==> config.mk <==
export PLATFORM = sky130hd
export DESIGN_NAME = fetch_decode
export DESIGN_NICKNAME = d
export VERILOG_FILES = /design/src/rtl/fetch_decode.sv
export SDC_FILE = /design/constraint.sdc
export NUM_CORES = 1
export LEC_CHECK = 0
export BUFFER_PORTS_ARGS = -buffer_cell sky130_fd_sc_hd__buf_2
export CAP_MARGIN = 0
export CORE_ASPECT_RATIO = 1.2
export CORE_UTILIZATION = 43
export CTS_CLUSTER_SIZE = 40
export DETAILED_ROUTE_END_ITERATION = 10
export GPL_TIMING_DRIVEN = 0
export HOLD_SLACK_MARGIN = 0.02
export PLACE_DENSITY = 0.77
export SLEW_MARGIN = 0
export SYNTH_ARGS = -nofsm -noshare
export SYNTH_HDL_FRONTEND = slang
export SYNTH_SLANG_ARGS = --single-unit
==> constraint.sdc <==
create_clock -name clk -period 1.3 [get_ports clk]
set_clock_uncertainty 0.05 [all_clocks]
set_input_delay 0.065 -clock clk [delete_from_list [all_inputs] [get_ports clk]]
set_output_delay 0.065 -clock clk [all_outputs]
set_load 0.02 [all_outputs]
==> src/rtl/fetch_decode.sv <==
// Instruction front end: one Wishbone classic-pipelined read per enable, followed by a
// registered decode of the fetched word into opcode, extra, register indices and immediate.
module fetch_decode (
   input  logic        clk,
   input  logic        reset,
   input  logic        i_enable,
   input  logic [31:0] i_pc,
   output logic [31:0] o_wb_addr,
   output logic        o_wb_cyc,
   output logic        o_wb_stb,
   output logic        o_wb_we,
   input  logic        i_wb_ack,
   input  logic        i_wb_stall,
   input  logic [31:0] i_wb_data,
   output logic [31:0] o_instruction,
   output logic        o_fetch_done,
   output logic [3:0]  o_opcode,
   output logic [3:0]  o_extra,
   output logic [3:0]  o_operandA,
   output logic [3:0]  o_operandB,
   output logic [15:0] o_immediate,
   output logic        o_completed
);

   localparam logic [1:0] IDLE = 2'd0;
   localparam logic [1:0] REQ  = 2'd1;
   localparam logic [1:0] WAIT = 2'd2;
   localparam logic [1:0] DONE = 2'd3;

   logic [1:0]  state_q, state_d;
   logic        capture;
   logic [31:0] addr_q;
   logic [31:0] instr_q;
   logic [3:0]  opcode_q, extra_q, operand_a_q, operand_b_q;
   logic [15:0] immediate_q;
   logic        completed_q;

   // An ack is only meaningful once the request has been accepted (stall low).
   always_comb begin
      state_d = state_q;
      capture = 1'b0;
      case (state_q)
         IDLE: begin
            if (i_enable) state_d = REQ;
         end
         REQ: begin
            if (!i_wb_stall) begin
               if (i_wb_ack) begin
                  capture = 1'b1;
                  state_d = DONE;
               end else begin
                  state_d = WAIT;
               end
            end
         end
         WAIT: begin
            if (i_wb_ack) begin
               capture = 1'b1;
               state_d = DONE;
            end
         end
         DONE: begin
            state_d = IDLE;
         end
         default: begin
            state_d = IDLE;
         end
      endcase
   end

   always_ff @(posedge clk) begin
      if (!reset) begin
         state_q     <= IDLE;
         addr_q      <= 32'h0;
         instr_q     <= 32'h0;
         opcode_q    <= 4'h0;
         extra_q     <= 4'h0;
         operand_a_q <= 4'h0;
         operand_b_q <= 4'h0;
         immediate_q <= 16'h0;
         completed_q <= 1'b0;
      end else begin
         state_q     <= state_d;
         completed_q <= (state_q == DONE);
         if (state_q == IDLE && i_enable) addr_q <= i_pc;
         if (capture) instr_q <= i_wb_data;
         if (state_q == DONE) begin
            opcode_q    <= instr_q[31:28];
            extra_q     <= instr_q[27:24];
            operand_a_q <= instr_q[23:20];
            operand_b_q <= instr_q[19:16];
            immediate_q <= instr_q[15:0];
         end
      end
   end

   assign o_wb_addr     = addr_q;
   assign o_wb_cyc      = (state_q == REQ) || (state_q == WAIT);
   assign o_wb_stb      = (state_q == REQ);
   assign o_wb_we       = 1'b0;
   assign o_instruction = instr_q;
   assign o_fetch_done  = (state_q == DONE);
   assign o_opcode      = opcode_q;
   assign o_extra       = extra_q;
   assign o_operandA    = operand_a_q;
   assign o_operandB    = operand_b_q;
   assign o_immediate   = immediate_q;
   assign o_completed   = completed_q;

endmodule

==> results.py <==
metrics = {
    "power_and_ir_drop": {
        "ir_worst_vdd_mv": 0.859,
        "power_density_nw_per_um2": 1510,
        "p_leak_uw": 0.00289,
        "total_power_uw": 10000,
    },
    "yosys": {
        "synthTopCellsByArea": "dfxtp_1 49%, nand2_1 12%, a21boi_2 8.4%",
        "ys_types": 23,
        "async_reset_ff_share_pct": 0,
        "syn_inst": 409,
        "yosys.area.top_type_share_pct": 49.5,
        "syn-num-nets": 484,
        "synth-edff-count": 0,
        "synth_area_um2": 4010,
        "syn-mean-instance-area_um2": 9.80,
        "synth_flop_cell": "dfxtp_1",
        "yosysTopAreaCell": "dfxtp_1",
        "yosys_warnings": 0,
        "ys_seq_area_share_pct": 49.5,
        "synth-seq-cells": 99,
    },
    "worst_setup_path": {
        "end_kind": "flop",
        "crit_chain": "inv_6, ha_4, nor2b_4, o211ai_4, buf_6, buf_8, nand2_4, a21boi_2",
        "worst_ep_arrival_time_ns": 1.73,
        "path_class": "flop to flop",
        "cpPeakStageDelay_ns": 0.39,
        "required_ns": 1.54,
        "worst-path-max-fanout": 5,
        "worstSetupStartpointType": "flop",
        "slowest_stage": "dfxtp_4",
    },
    "routing": {
        "wl_per_cell_um": 15.1,
        "first_iter_violations": 87,
        "vias": 3808,
        "drt_pass1_iterations": 4,
        "wirelength_mm": 12.1,
        "antenna_left": 0,
        "drc": 0,
        "viasPerCell": 4.74,
    },
    "floorplanning": {
        "die_h_um": 108,
        "core_um2": 9030,
        "num_rows": 38,
        "initial_core_util_pct": 44.3,
        "pin_count": 170,
        "die_w_um": 90.1,
        "die_area_um2": 9710,
    },
    "sta": {
        "setup_viol": 85,
        "slew_violations": 0,
        "rsz0062_at_grt": "true",
        "timing.final.crit_share_pct": 115,
        "max_freq_ghz": 0.669,
        "finalWorstSetupSlack_ns": -0.195,
        "tns_ns": -8.19,
        "hold_violations": 0,
        "min_period_ns": 1.49,
    },
    "clocking": {
        "tritoncts": "yes",
        "cts_buffers": 9,
        "cts.sinks": 99,
        "cts_max_path_buffers": 2,
        "cts_root_buf": "clkbuf_8",
        "clk_latency_ns": 0.36,
        "htree_levels": 3,
        "clkTransAtPathRegs_ns": 0.09,
    },
    "outcome": {
        "violations": "setup timing",
        "status": "finished, violations left",
    },
    "placement": {
        "post_dp_cell_area_um2": 5060,
        "place.gp.congestion": 0.766,
        "place.port_buffers": 167,
        "dp.cells": 696,
        "dp_hpwl_mm": 6.99,
    },
    "layout": {
        "multi_input_area_um2": 2090,
        "layoutNonFillerInstCount": 803,
        "seq_area_um2": 1990,
        "final_area_um2": 6620,
        "fill_cells": 636,
        "syn2layout_area_growth_pct": 65.1,
        "nets": 753,
        "diodes": 0,
        "layout-drive-gt1-share_pct": 47.6,
    },
    "global_route": {
        "grt_usage_pct": 23.0,
        "grt_overflow_total": 0,
        "grt_pass1_wl_mm": 17.8,
        "antenna_found_initial": 0,
        "grt_pass1_vias": 3827,
        "grt_max_degree": 17,
    },
    "job": {
        "drv_cap": 0,
    },
    "min_path": {
        "hp-class": "input pin to flop",
    },
}
cells in the mapped netlist (2+ instances only):
cell,count
nand2_1,130
dfxtp_1,99
buf_6,9
nor2b_1,33
mux2i_1,33
buf_4,6
a21boi_2,30
inv_1,4
a21boi_0,15
and2_1,2
clkbuf_1,8
ha_1,6
a21boi_1,19
buf_2,6
layer usage:
metal / up-vias / routed length, um / part of all wire [%] / track usage [%]
met2: 131 / 6520 / 54 / 43.9
met3: 15 / 619 / 5.1 / 5.30
met5: - / 0 / 0 / 0
met1: 1803 / 4770 / 39 / 25.2
met4: 0 / 181 / 1.5 / 7.03
li1: 1859 / - / - / -
power by group:
group	switching [uW]	internal [uW]	leakage [uW]	total, uW
registers	251	3370	0.000804	3620
logic	2100	2080	0.00197	4170
clock network	1070	1140	0.000113	2210
through the flow:
| stage | hold WS, ns | setup WS [ns] | utilization [%] |
|---|---|---|---|
| after global placement | 0.254 | -0.176 | 56.0 |
| after detailed placement | 0.262 | -0.214 | 56.0 |
| final | 0.100 | -0.195 | 73.2 |
| after global routing | 0.108 | -0.239 | 73.2 |
| after CTS | 0.0611 | -0.164 | 68.9 |
| after floorplan | 0.150 | -0.108 | - |
critical path: cells and delay by family, from the launching register on:
family | cells | cell delay (ns)
buf+inv | 3 | 0.32
compound gates | 2 | 0.35
flops | 1 | 0.39
simple gates | 2 | 0.18
fa+ha+maj | 1 | 0.15
cells in the final DEF, fill, tap and decap left out, types with 2 or more instances in the layout:
master and count:
buf_2 167, buf_12 6, clkbuf_1 8, buf_6 17, bufinv_16 2, clkbuf_8 10, nand2_4 14, ha_4 4
nand2_1 93, a21boi_2 43, nand2_2 22, ha_1 2, dfxtp_4 2, dfxtp_1 97, nor2b_1 33, inv_1 2
mux2i_1 32, buf_16 2, buf_4 14, dlygate4sd3_1 64, buf_8 7, clkinv_2 2, a21boi_1 21, inv_6 3
clkbuf_16 2
final cells by class:
cell class / count / area share, %
multi-input combinational: 277 / 31.6
tap: 120 / 2.27
buffer: 28 / 4.48
sequential: 99 / 30.1
clock buffer: 10 / 2.08
timing repair buffer: 259 / 27.8
inverter: 4 / 0.378
clock inverter: 6 / 1.31
final timing paths:
path | start | endpoint | slack, ns | cells past startpoint
min reg2reg | o_wb_addr[3]$_SDFFE_PN0P_ | o_wb_addr[3]$_SDFFE_PN0P_ | 0.41 | 2
max | state_q[1]$_SDFFE_PN0P_ | o_instruction[14]$_SDFFE_PN0P_ | -0.19 | 8
min | i_enable | o_wb_addr[20]$_SDFFE_PN0P_ | 0.10 | 4
max reg2reg | state_q[1]$_SDFFE_PN0P_ | o_instruction[14]$_SDFFE_PN0P_ | -0.19 | 8
state kept, by name (all words and copies together), names as in the netlist:
register	count
o_instruction	32
o_wb_addr	32
o_immediate	16
o_extra	4
o_opcode	4
o_operandA	4
o_operandB	4
state_q	2
o_completed	1
cell families (layout without fill, tap and decap cells):
family | count (synthesis) | in the layout | synth area share, %
compound gates | 71 | 71 | 16.8
fa+ha+maj | 6 | 6 | 1.87
buf+inv | 33 | 307 | 5.53
flops | 99 | 99 | 49.5
mux | 33 | 33 | 8.24
other cells | 1 | 1 | 0.0936
simple gates | 166 | 166 | 18.0
what timing repair did:
action	CTS	global route
resized for setup	42	93
setup endpoints to repair	72	92
cloned	5	4
hold buffers	64	0
pin swaps	10	34
setup buffers	12	7
hold endpoints to repair	64	0
Power figures use the tool's default switching activity.
